--- src/rtl/lc3_alu_pkg.sv ---
// lc3_alu_pkg: shared definitions for the LC3 ALU extension datapath.
// Holds the divider state encoding, the divide-by-zero quotient pattern
// and the default operand width used by the ALU extension blocks.
package lc3_alu_pkg;

  localparam int DEFAULT_WIDTH = 16;

  // Widest operand the all-ones divide-by-zero pattern can serve.
  localparam int MAX_WIDTH = 64;

  // Quotient reported on divide-by-zero; sliced down to the operand width.
  localparam logic [MAX_WIDTH-1:0] DIV_ZERO_QUOT = '1;

  typedef enum logic [1:0] {
    S_IDLE = 2'd0,
    S_CALC = 2'd1,
    S_DONE = 2'd2
  } div_state_t;

endpackage

--- src/rtl/lc3_div_step.sv ---
// lc3_div_step: one combinational restoring-division step.
// Shifts {R,Q} left by one, trial-subtracts the divisor from R and keeps
// the difference (setting the new quotient bit) only when it did not borrow.
module lc3_div_step
  import lc3_alu_pkg::*;
#(
  parameter int WIDTH = DEFAULT_WIDTH
) (
  input  logic [WIDTH:0]   r_in,
  input  logic [WIDTH-1:0] q_in,
  input  logic [WIDTH-1:0] d,
  output logic [WIDTH:0]   r_out,
  output logic [WIDTH-1:0] q_out
);

  logic [WIDTH+1:0] r_shift;
  logic [WIDTH+1:0] trial;

  // Shift, trial-subtract, and restore when the subtraction borrows.
  always_comb begin
    r_shift = {r_in, q_in[WIDTH-1]};
    trial   = r_shift - {2'b00, d};
    if (trial[WIDTH+1]) begin
      r_out = r_shift[WIDTH:0];
      q_out = {q_in[WIDTH-2:0], 1'b0};
    end else begin
      r_out = trial[WIDTH:0];
      q_out = {q_in[WIDTH-2:0], 1'b1};
    end
  end

endmodule

--- src/rtl/lc3_div_seq.sv ---
// lc3_div_seq: iterative restoring divider for the LC3 ALU extension.
// Operands are captured on an accepted start, WIDTH restoring steps run one
// per cycle, and quotient/remainder are written on the edge entering DONE.
// done is a registered pulse one cycle after DONE is entered.
// Optional feature macro: DIV_SIGNED_EN (two's complement operands, Co flag).
module lc3_div_seq
  import lc3_alu_pkg::*;
#(
  parameter int WIDTH = DEFAULT_WIDTH,
  parameter int CNT_W = 5
) (
  input  logic             clk,
  input  logic             rst_n,
  input  logic             start,
  input  logic [WIDTH-1:0] num1,
  input  logic [WIDTH-1:0] num2,
  output logic [WIDTH-1:0] quot,
  output logic [WIDTH-1:0] rem,
  output logic             busy,
  output logic             done,
  output logic             dz,
  output logic             Co
);

  div_state_t       state;
  div_state_t       state_next;
  logic             accept;
  logic             div_zero;
  logic             last_iter;
  logic [CNT_W-1:0] cnt;

  logic [WIDTH:0]   r_acc;
  logic [WIDTH-1:0] q_acc;
  logic [WIDTH-1:0] d_reg;
  logic [WIDTH:0]   step_r;
  logic [WIDTH-1:0] step_q;

  logic [WIDTH-1:0] a_mag;
  logic [WIDTH-1:0] b_mag;
  logic [WIDTH-1:0] quot_fix;
  logic [WIDTH-1:0] rem_fix;

  assign div_zero  = (num2 == '0);
  assign last_iter = (cnt == CNT_W'(WIDTH - 1));
  assign busy      = (state == S_CALC);

  lc3_div_step #(
    .WIDTH (WIDTH)
  ) u_step (
    .r_in  (r_acc),
    .q_in  (q_acc),
    .d     (d_reg),
    .r_out (step_r),
    .q_out (step_q)
  );

`ifdef DIV_SIGNED_EN
  logic neg_q;
  logic neg_r;
  logic co_q;
  logic co_fix;

  // Feed magnitudes to the unsigned core and sign-correct the final step's result.
  always_comb begin
    a_mag    = num1[WIDTH-1] ? -num1 : num1;
    b_mag    = num2[WIDTH-1] ? -num2 : num2;
    quot_fix = neg_q ? -step_q : step_q;
    rem_fix  = neg_r ? -step_r[WIDTH-1:0] : step_r[WIDTH-1:0];
    co_fix   = ~neg_q & step_q[WIDTH-1];
  end

  // Result signs are remembered at capture; the overflow flag is written with the results.
  always_ff @(posedge clk or negedge rst_n) begin
    if (!rst_n) begin
      neg_q <= 1'b0;
      neg_r <= 1'b0;
      co_q  <= 1'b0;
    end else if (accept) begin
      neg_q <= num1[WIDTH-1] ^ num2[WIDTH-1];
      neg_r <= num1[WIDTH-1];
      if (div_zero) begin
        co_q <= 1'b0;
      end
    end else if (state == S_CALC && last_iter) begin
      co_q <= co_fix;
    end
  end

  assign Co = co_q;
`else
  // Unsigned build: operands and results pass straight through the core.
  always_comb begin
    a_mag    = num1;
    b_mag    = num2;
    quot_fix = step_q;
    rem_fix  = step_r[WIDTH-1:0];
  end

  assign Co = 1'b0;
`endif

  // State register; reset drops any operation in flight.
  always_ff @(posedge clk or negedge rst_n) begin
    if (!rst_n) begin
      state <= S_IDLE;
    end else begin
      state <= state_next;
    end
  end

  // Next state: start is honoured only in IDLE or DONE, and a zero divisor skips CALC.
  always_comb begin
    state_next = state;
    accept     = 1'b0;
    case (state)
      S_IDLE: accept = start;
      S_CALC: if (last_iter) state_next = S_DONE;
      S_DONE: begin
        accept     = start;
        state_next = S_IDLE;
      end
      default: state_next = S_IDLE;
    endcase
    if (accept) begin
      state_next = div_zero ? S_DONE : S_CALC;
    end
  end

  // Datapath: capture on accept, one restoring step per CALC cycle, results on entering DONE.
  always_ff @(posedge clk or negedge rst_n) begin
    if (!rst_n) begin
      cnt   <= '0;
      r_acc <= '0;
      q_acc <= '0;
      d_reg <= '0;
      quot  <= '0;
      rem   <= '0;
      dz    <= 1'b0;
      done  <= 1'b0;
    end else begin
      done <= (state == S_DONE);
      if (accept) begin
        cnt   <= '0;
        r_acc <= '0;
        q_acc <= a_mag;
        d_reg <= b_mag;
        if (div_zero) begin
          quot <= DIV_ZERO_QUOT[WIDTH-1:0];
          rem  <= num1;
          dz   <= 1'b1;
        end
      end else if (state == S_CALC) begin
        cnt   <= cnt + CNT_W'(1);
        r_acc <= step_r;
        q_acc <= step_q;
        if (last_iter) begin
          quot <= quot_fix;
          rem  <= rem_fix;
          dz   <= 1'b0;
        end
      end
    end
  end

endmodule

--- config.mk ---
export PLATFORM = sky130hd
export DESIGN_NAME = lc3_div_seq
export DESIGN_NICKNAME = d
export VERILOG_FILES = /design/src/rtl/lc3_alu_pkg.sv /design/src/rtl/lc3_div_step.sv /design/src/rtl/lc3_div_seq.sv
export SDC_FILE = /design/constraint.sdc
export NUM_CORES = 1
export LEC_CHECK = 0
export BUFFER_PORTS_ARGS = -buffer_cell sky130_fd_sc_hd__clkbuf_2
export CAP_MARGIN = 25
export CORE_MARGIN = 5
export CORE_UTILIZATION = 33
export DETAILED_ROUTE_END_ITERATION = 10
export SLEW_MARGIN = 10
export SYNTH_ARGS = -nofsm -noshare
export SYNTH_HDL_FRONTEND = slang
export SYNTH_SLANG_ARGS = --single-unit
--- constraint.sdc ---
create_clock -name clk -period 5.05 [get_ports clk]
set_clock_uncertainty 0.2 [all_clocks]
set_input_delay 1.01 -clock clk [delete_from_list [all_inputs] [get_ports clk]]
set_output_delay 1.01 -clock clk [all_outputs]
set_load 0.02 [all_outputs]
==> results of run 1 <==
[worst reg2reg max path, stage by stage (launching register included)]
cell and delay [ps]:
dfrtp_1 410, ha_1 430, a21o_1 280, a21boi_2 240
mux2i_1 220, o31ai_1 130, nor3_4 420, buf_8 240
mux2i_1 340, o221ai_1 170
[cells by family after synthesis]
kind of cell / synth area share, %
buf+inv: 5.27
fa+ha+maj: 5.02
other cells: 0.0767
xor+xnor: 1.79
simple gates: 16.1
compound gates: 21.2
flops: 46.1
mux: 4.55
[how the worst min path moves through the flow]
stage | slack (ps) | from | end
after floorplan | 240 | state[0]$_DFFE_PN0P_ | done$_DFF_PN0_
after global placement | 260 | cnt[4]$_DFFE_PN0P_ | cnt[4]$_DFFE_PN0P_
after detailed placement | 270 | quot[7]$_DFFE_PN0P_ | quot[7]$_DFFE_PN0P_
after CTS | 290 | quot[7]$_DFFE_PN0P_ | quot[7]$_DFFE_PN0P_
after global routing | 320 | quot[7]$_DFFE_PN0P_ | quot[7]$_DFFE_PN0P_
final | 290 | quot[7]$_DFFE_PN0P_ | quot[7]$_DFFE_PN0P_
[final cells by class]
type,count,share of cell area [%]
Tap cell,184,4.05
Clock inverter,7,1.04
Multi-Input combinational cell,392,42.3
Timing Repair Buffer,76,7.25
Inverter,27,1.78
Sequential cell,90,39.7
Clock buffer,9,3.97
[cells in the final DEF (no fill, tap or decap), types with 6 or more instances in the layout]
master / netlist / layout
nand2b_1: 7 / 7
buf_4: 1 / 6
o21ai_0: 63 / 63
ha_1: 18 / 18
nor2_1: 30 / 29
inv_1: 27 / 27
clkbuf_2: 1 / 68
mux2i_1: 17 / 17
a22oi_1: 15 / 15
nand2_1: 110 / 110
xnor2_1: 9 / 9
a21o_1: 8 / 8
a21oi_1: 29 / 28
o221ai_1: 11 / 11
dfrtp_1: 90 / 90
clkbuf_16: 0 / 9
[where the power goes]
| part | total, uW | switching (uW) | internal (uW) |
|---|---|---|---|
| Combinational | 2930 | 1750 | 1180 |
| Sequential | 1320 | 244 | 1080 |
| Clock | 656 | 314 | 342 |
[metrics by stage]
| step | cell area (um^2) | hold WS [ps] |
|---|---|---|
| 3_5_place_dp | 5370 | 274 |
| 4_1_cts | 5650 | 290 |
| 2_1_floorplan | 4890 | 239 |
| 5_1_grt | 5680 | 320 |
| 6_report | 5680 | 285 |
| 3_3_place_gp | 5370 | 263 |
[metal layers]
| layer | vias to the layer above | routed length [um] | global-route usage [%] | part of all wire, % |
|---|---|---|---|---|
| met5 | - | 0 | 0 | 0 |
| met4 | 0 | 243 | 4.69 | 1.9 |
| met3 | 21 | 926 | 4.78 | 7.2 |
| met2 | 119 | 5610 | 22.4 | 44 |
| met1 | 2008 | 6070 | 20.4 | 47 |
| li1 | 2010 | - | - | - |
==> impl_metrics.py, run 1 <==
metrics = {
    "status": {
        "status": "finished, final reports clean",
    },
    "worst_setup_path": {
        "rr_endpoint": "rem[2]$_DFFE_PN0P_",
        "crit_type": "reg -> out",
        "slowest_stage": "inv_1",
        "start_kind": "register",
        "path_cells": "nand2b_1 -> inv_1 -> clkbuf_2",
        "critPathCapture": "busy",
        "worst-path-stages": 3,
        "critPathLaunch": "state[1]$_DFFE_PN0P_",
        "worst_path_dominant_cell_family": "buffers and inverters",
        "r2r_start": "r_acc[13]$_DFFE_PN0P_",
        "endpoint_kind": "output port",
        "cp_num_buf_inv": 2,
        "rrSetupSlack_ps": 1850,
        "crit_fanout": 28,
        "slowest_delay_ps": 740,
        "ff2ff_path_depth": 9,
        "worstPathRequired_ps": 3840,
        "crit_arrival_ps": 2020,
    },
    "finish": {
        "register_area_um2": 2250,
        "regMostFlops": "r_acc",
        "nFillCells": 1483,
        "fin_util_pct": 39.1,
        "multi_input_area_um2": 2400,
        "drive_gt1_share_pct": 18.1,
        "n_antenna_cell": 0,
        "num-nets-final": 650,
        "largest_reg_flops": 17,
        "area_growth_pct": 16.1,
        "finalNonFillerCells": 785,
    },
    "place": {
        "dp_slack_ps": 1580,
        "placed_cells": 767,
        "routabilityCongestion": 0.869,
        "portBuffers": 69,
        "dpl.hpwl_um": 9360,
    },
    "routing": {
        "wl_um": 12900,
        "ant_nets": 0,
        "initialDrtViolationCount": 271,
        "vias": 4158,
        "wire_per_inst_um": 16.4,
        "first_pass_iters": 5,
        "drcViolationCount": 0,
        "viasPerCell": 5.30,
    },
    "yosys": {
        "syn_nets": 598,
        "synth_top_area_share_pct": 46.1,
        "synth_ff_type": "dfrtp_1",
        "synth_cell_types": 61,
        "syn_area_um2": 4890,
        "ys_ff_latch": 90,
        "ys_async_sr_fraction_pct": 100,
        "ys_warn_count": 0,
        "yosys.area.top_type": "dfrtp_1",
        "synth_commonest_cells": "nand2_1, dfrtp_1, o21ai_0, nor2_1, a21oi_1",
        "avgSynthCellArea_um2": 8.99,
        "syn-instance-count": 544,
        "yosysSeqAreaShare_pct": 46.1,
        "yosysMostFrequentCell": "nand2_1",
        "synth_edf_count": 0,
        "yosys-top-cells-area": "dfrtp_1, nand2_1, o21ai_0",
    },
    "power_and_ir_drop": {
        "ir_worst_vdd_mv": 0.281,
        "power.density_nw_per_um2": 864,
        "p_total_uw": 4910,
        "leakage_uw": 0.00268,
    },
    "cts": {
        "clk_latency_ps": 350,
        "cts-root-buf": "clkbuf_16",
        "post_cts_buffers": 0,
        "htree_levels": 3,
        "cts.repair.resized": 0,
        "path_clk_slew_ps": 70,
        "cts-hold-fix-buffers": 0,
        "clock_path_buffers": 2,
        "clock_sinks": 90,
        "cts_tree": "yes",
        "tritoncts.num_buffers": 9,
    },
    "sta": {
        "maxSlewViolCount": 0,
        "period_minus_slack_ps": 3230,
        "slew_headroom_pct": 35.6,
        "setup_viol_count_final": 0,
        "hold_violations": 0,
        "fmax_mhz": 309,
        "period_share_pct": 64.0,
        "setup_tns_ps": 0,
        "worst_slack_ps": 1820,
        "tightest_slew_ps": 965,
        "rsz0062_at_grt": "no",
    },
    "min_path": {
        "hold_depth": 2,
        "worstHoldPathType": "reg -> reg",
    },
    "global_routing": {
        "grt_overflow": 0,
        "grt_max_degree": 66,
        "grt_pass1_vias": 4239,
        "grt_pass1_wl_um": 21400,
        "antenna_found_initial": 0,
        "grt_use_total_pct": 14.9,
    },
    "floorplan": {
        "die_height_um": 132,
        "core_area_um2": 14500,
        "start_util_pct": 33.6,
        "num_rows": 44,
        "die-area_um2": 17400,
        "num_io_pins": 71,
        "die_x_um": 132,
    },
    "job": {
        "maxCapViolations": 0,
    },
}
Note: power is estimated with default switching activity, not from simulation.
==> run 2: changes to the inputs <==
==> constraint.sdc (replaced) <==
create_clock -name clk -period 3.1 [get_ports clk]
set_clock_uncertainty 0.2 [all_clocks]
set_input_delay 0.62 -clock clk [delete_from_list [all_inputs] [get_ports clk]]
set_output_delay 0.62 -clock clk [all_outputs]
set_load 0.02 [all_outputs]
==> run 2 against run 1 <==
Sequential power up 64%; die area stayed put; hold slack got worse by 150 ps; combinational power increased by 65%; design area grew 1.9%; flip-flop and latch count unchanged; power grew 65%; first-iteration DRC count decreased by 38%; count of clock-buffer cells in the layout increased by 2; via count barely moved; register-to-register slack lost 1700 ps; final cell count increased by 1.4%; largest power group unchanged.
==> impl_metrics.py, run 2 (synthesis gave the netlist of run 1 again) <==
metrics = {
    "routing": {
        "met3_length_um": 802,
        "first_pass_iters": 5,
        "drcViolationCount": 0,
        "wl_um": 12700,
        "met2_length_um": 5700,
        "vias": 4156,
        "wire_per_inst_um": 16.0,
        "wl_met1_um": 6020,
        "ant_nets": 0,
        "viasPerCell": 5.22,
        "top_layer": "met4",
        "initialDrtViolationCount": 167,
    },
    "min_path": {
        "worstHoldPathType": "in -> async",
    },
    "cts": {
        "clk_latency_ps": 340,
        "path_clk_slew_ps": 60,
        "htree_levels": 3,
        "cts-root-buf": "clkbuf_16",
        "tritoncts.num_buffers": 9,
        "post_cts_buffers": 0,
        "clock_sinks": 90,
        "cts_tree": "yes",
        "cts-hold-fix-buffers": 0,
        "cts.repair.resized": 0,
        "clock_path_buffers": 2,
    },
    "finish": {
        "num-nets-final": 661,
        "largest_reg_flops": 17,
        "final_cell_mix": "nand2_1, dfrtp_1, clkbuf_2, o21ai_0, nor2_1",
        "nFillCells": 1496,
        "regMostFlops": "r_acc",
        "final_common_cell": "nand2_1",
        "area_growth_pct": 18.3,
        "finalInstanceArea_um2": 5790,
        "n_antenna_cell": 0,
        "drive_gt1_share_pct": 19.3,
    },
    "sta": {
        "setup_viol_count_final": 0,
        "setup_tns_ps": 0,
        "fmax_mhz": 341,
        "slew_headroom_pct": 51.8,
        "rsz0062_at_grt": "no",
        "hold_violations": 0,
        "maxSlewViolCount": 0,
        "tightest_slew_ps": 723,
        "period_share_pct": 94.5,
        "period_minus_slack_ps": 2930,
    },
    "worst_setup_path": {
        "endpoint_kind": "register",
        "crit_arrival_ps": 2940,
        "worstPathRequired_ps": 3110,
        "crit_type": "reg -> reg",
        "start_kind": "register",
        "crit_fanout": 10,
    },
    "global_routing": {
        "grt_overflow": 0,
        "grt_use_total_pct": 14.9,
        "antenna_found_initial": 0,
        "grt_max_degree": 66,
        "grt_pass1_wl_um": 21700,
        "grt_pass1_vias": 4256,
    },
    "job": {
        "maxCapViolations": 0,
    },
    "floorplan": {
        "die-area_um2": 17400,
        "num_io_pins": 71,
        "core_area_um2": 14500,
        "num_rows": 44,
        "die_x_um": 132,
        "die_height_um": 132,
        "start_util_pct": 33.6,
    },
    "status": {
        "status": "finished, final reports clean",
    },
    "power_and_ir_drop": {
        "ir_worst_vdd_mv": 0.471,
        "leakage_uw": 0.00274,
        "p_total_uw": 8110,
        "power.density_nw_per_um2": 1400,
    },
    "place": {
        "routabilityCongestion": 0.876,
        "dpl_cell_area_um2": 5470,
        "dpl.hpwl_um": 9440,
        "portBuffers": 69,
    },
}
==> run 2: per-stage QoR <==
step,hold slack (ps),cells,utilization (%),setup WS [ps]
5_1_grt,199,796,39.8,6.23
2_1_floorplan,124,544,-,468
6_report,138,796,39.8,170
4_1_cts,151,795,39.7,172
3_3_place_gp,263,779,37.6,225
3_5_place_dp,271,779,37.6,195
==> run 2: path summary, 6_finish.rpt <==
path	startpoint	endpoint	slack, ps	depth (start not counted)
max	r_acc[5]$_DFFE_PN0P_	rem[4]$_DFFE_PN0P_	170	9
min	rst_n	quot[7]$_DFFE_PN0P_	140	1
max reg2reg	r_acc[5]$_DFFE_PN0P_	rem[4]$_DFFE_PN0P_	170	9
min reg2reg	cnt[4]$_DFFE_PN0P_	cnt[4]$_DFFE_PN0P_	280	2
max in group asynchronous	rst_n	rem[12]$_DFFE_PN0P_	1920	2
min in group clk	cnt[4]$_DFFE_PN0P_	cnt[4]$_DFFE_PN0P_	280	2
==> run 2: area by class of cell <==
| cell class | count | area, um^2 | share of cell area, % |
|---|---|---|---|
| multi-input cells | 392 | 2400 | 41.4 |
| flip-flops and latches | 90 | 2250 | 38.9 |
| repair buffers | 87 | 499 | 8.63 |
| clock buffers | 11 | 243 | 4.20 |
| well taps | 184 | 230 | 3.98 |
| inverters | 27 | 101 | 1.75 |
| clock inverters | 5 | 62.6 | 1.08 |
==> run 2: layer usage <==
| layer | GRT usage [%] | up-vias |
|---|---|---|
| li1 | - | 2034 |
| met1 | 20.9 | 1998 |
| met2 | 23.1 | 109 |
| met3 | 3.48 | 15 |
| met4 | 4.46 | 0 |
| met5 | 0 | - |
==> run 2: where the power goes <==
part / total (uW) / switching (uW) / internal [uW] / leakage [uW]
Combinational: 4830 / 2830 / 2000 / 0.00151
Sequential: 2160 / 397 / 1760 / 0.00108
Clock: 1120 / 471 / 652 / 0.000142
==> run 2: worst max-delay path, stage by stage, from the launching register on <==
cell and delay [ps]:
dfrtp_1 410, ha_1 360, a21o_1 230, a31o_1 250
a31oi_2 230, nor2_1 110, nor3_4 210, buf_4 250
mux2i_1 380, o221ai_1 170
==> run 3: changes to the inputs <==
--- a/config.mk
+++ b/config.mk
@@ -5,11 +5,11 @@
 export SDC_FILE = /design/constraint.sdc
 export NUM_CORES = 1
 export LEC_CHECK = 0
-export BUFFER_PORTS_ARGS = -buffer_cell sky130_fd_sc_hd__clkbuf_2
 export CAP_MARGIN = 25
 export CORE_MARGIN = 5
 export CORE_UTILIZATION = 33
 export DETAILED_ROUTE_END_ITERATION = 10
+export DONT_BUFFER_PORTS = 1
 export SLEW_MARGIN = 10
 export SYNTH_ARGS = -nofsm -noshare
 export SYNTH_HDL_FRONTEND = slang
==> run 3 against run 2 <==
The flow now finishes with violations (hold timing); count of clock-buffer cells in the layout down 1; non-clock buffer count shrank 72; worst setup slack improved by 29 ps; final cell count decreased by 9.2%; critical endpoint is now rem[8]$_DFFE_PN0P_; critical path depth unchanged; register-to-register slack improved by 30 ps; first-iteration DRC count is 35% higher; flip-flop and latch count is the same; maximum frequency rose by 1.0%; via count decreased by 7.0%; hold slack worse by 170 ps.
==> impl_metrics.py, run 3 (synthesis gave the netlist of run 1 again) <==
metrics = {
    "global_routing": {
        "grt_overflow": 0,
        "busiest_layer": "met2",
        "grt_use_total_pct": 14.2,
        "grt_max_degree": 91,
        "antenna_found_initial": 0,
        "grtUsageMet3_pct": 6.00,
        "grt_pass1_wl_um": 20400,
        "globalRouteMet1Util_pct": 18.4,
        "met2_usage_pct": 21.6,
        "grt_pass1_vias": 3903,
    },
    "routing": {
        "viasPerCell": 5.35,
        "drcViolationCount": 0,
        "wl_um": 12500,
        "first_pass_iters": 4,
        "vias": 3865,
        "initialDrtViolationCount": 226,
        "ant_nets": 0,
        "wire_per_inst_um": 17.3,
    },
    "finish": {
        "regMostFlops": "r_acc",
        "nFillCells": 1492,
        "largest_reg_flops": 17,
        "num-nets-final": 589,
        "final_cell_mix": "nand2_1, dfrtp_1, o21ai_0, nor2_1, a21oi_1",
        "drive_gt1_share_pct": 8.53,
        "area_growth_pct": 10.8,
        "final_common_cell": "nand2_1",
        "n_antenna_cell": 0,
    },
    "place": {
        "dpl.hpwl_um": 9080,
        "portBuffers": 0,
        "routabilityCongestion": 0.872,
    },
    "floorplan": {
        "num_io_pins": 71,
        "die_height_um": 132,
        "start_util_pct": 33.6,
        "die_x_um": 132,
        "die-area_um2": 17400,
        "core_area_um2": 14500,
        "num_rows": 44,
    },
    "cts": {
        "tritoncts.num_buffers": 9,
        "cts-root-buf": "clkbuf_16",
        "clock_path_buffers": 2,
        "clk_latency_ps": 340,
        "path_clk_slew_ps": 70,
        "cts_tree": "yes",
        "clock_sinks": 90,
        "htree_levels": 3,
    },
    "sta": {
        "setup_viol_count_final": 0,
        "period_minus_slack_ps": 2900,
        "whs_ps": -32.5,
        "slew_headroom_pct": 60.3,
        "rsz0062_at_grt": "no",
        "setup_tns_ps": 0,
        "period_share_pct": 93.6,
        "hold_violations": 13,
        "maxSlewViolCount": 0,
        "fmax_mhz": 345,
        "tightest_slew_ps": 596,
    },
    "worst_setup_path": {
        "start_kind": "register",
        "ff2ff_path_depth": 9,
        "crit_arrival_ps": 2910,
        "rrSetupSlack_ps": 200,
        "rr_endpoint": "rem[8]$_DFFE_PN0P_",
        "endpoint_kind": "register",
        "worstPathRequired_ps": 3110,
        "crit_fanout": 14,
        "crit_type": "reg -> reg",
        "r2r_start": "r_acc[5]$_DFFE_PN0P_",
    },
    "status": {
        "status": "finished with violations",
        "violations": "hold timing",
    },
    "job": {
        "maxCapViolations": 0,
    },
    "min_path": {
        "worstHoldPathType": "in -> async",
    },
}
[run 3: changes by cell type in the layout (fill, tap and decap cells not counted), sizes merged]
| cell | delta |
|---|---|
| buf | -4 |
| clkbuf | -69 |
| clkinv | +2 |
| clkinvlp | -1 |
| inv | -1 |
[run 3: how the worst max path moves through the flow]
stage                          start                  to  depth (start not counted)
2_1_floorplan  r_acc[13]$_DFFE_PN0P_  rem[0]$_DFFE_PN0P_                         10
3_3_place_gp    r_acc[5]$_DFFE_PN0P_  rem[8]$_DFFE_PN0P_                          9
3_5_place_dp    r_acc[5]$_DFFE_PN0P_  rem[8]$_DFFE_PN0P_                          9
4_1_cts         r_acc[5]$_DFFE_PN0P_  rem[8]$_DFFE_PN0P_                          9
5_1_grt         r_acc[7]$_DFFE_PN0P_  rem[7]$_DFFE_PN0P_                          9
6_report        r_acc[5]$_DFFE_PN0P_  rem[8]$_DFFE_PN0P_                          9
[run 3: area by class of cell]
| cell class | count | area (um^2) | share of cell area (%) |
|---|---|---|---|
| Multi-Input combinational cell | 392 | 2400 | 44.2 |
| Sequential cell | 90 | 2250 | 41.6 |
| Clock buffer | 10 | 239 | 4.41 |
| Tap cell | 184 | 230 | 4.25 |
| Timing Repair Buffer | 15 | 136 | 2.52 |
| Inverter | 27 | 101 | 1.87 |
| Clock inverter | 5 | 63.8 | 1.18 |
[run 3: timing repair]
action,CTS,global route
endpoints found under the hold margin,90,0
setup buffers,0,0
resized for setup,0,0
hold buffers,1,0
[run 3: worst max-delay path, cell delays in order (launching register included)]
cell and delay [ps]:
dfrtp_1 420, ha_1 370, a21o_1 230, a31o_1 240, a31oi_2 230, nor2_1 110, nor3_4 200, buf_4 260
mux2i_1 340, o221ai_1 170
[run 3: stage by stage]
step | hold WS, ps | std cells | cell area [um^2] | worst slack (ps) | util, %
4_1_cts | 8.69 | 722 | 5410 | 223 | 37.2
3_3_place_gp | 127 | 706 | 5080 | 280 | 34.9
5_1_grt | 4.77 | 723 | 5420 | 34.5 | 37.3
2_1_floorplan | 124 | 544 | 4890 | 468 | -
3_5_place_dp | 127 | 706 | 5080 | 233 | 34.9
6_report | -32.5 | 723 | 5420 | 199 | 37.3
[run 3: routing by layer]
| layer | share of wire, % | up-vias |
|---|---|---|
| li1 | - | 1893 |
| met1 | 44 | 1853 |
| met2 | 45 | 105 |
| met3 | 9.4 | 14 |
| met4 | 1.6 | 0 |
| met5 | 0 | - |
Power of run 3 is left out: the tool's default activity adds up to more than one toggle a clock period on the data nets, which glitch-free logic cannot reach.
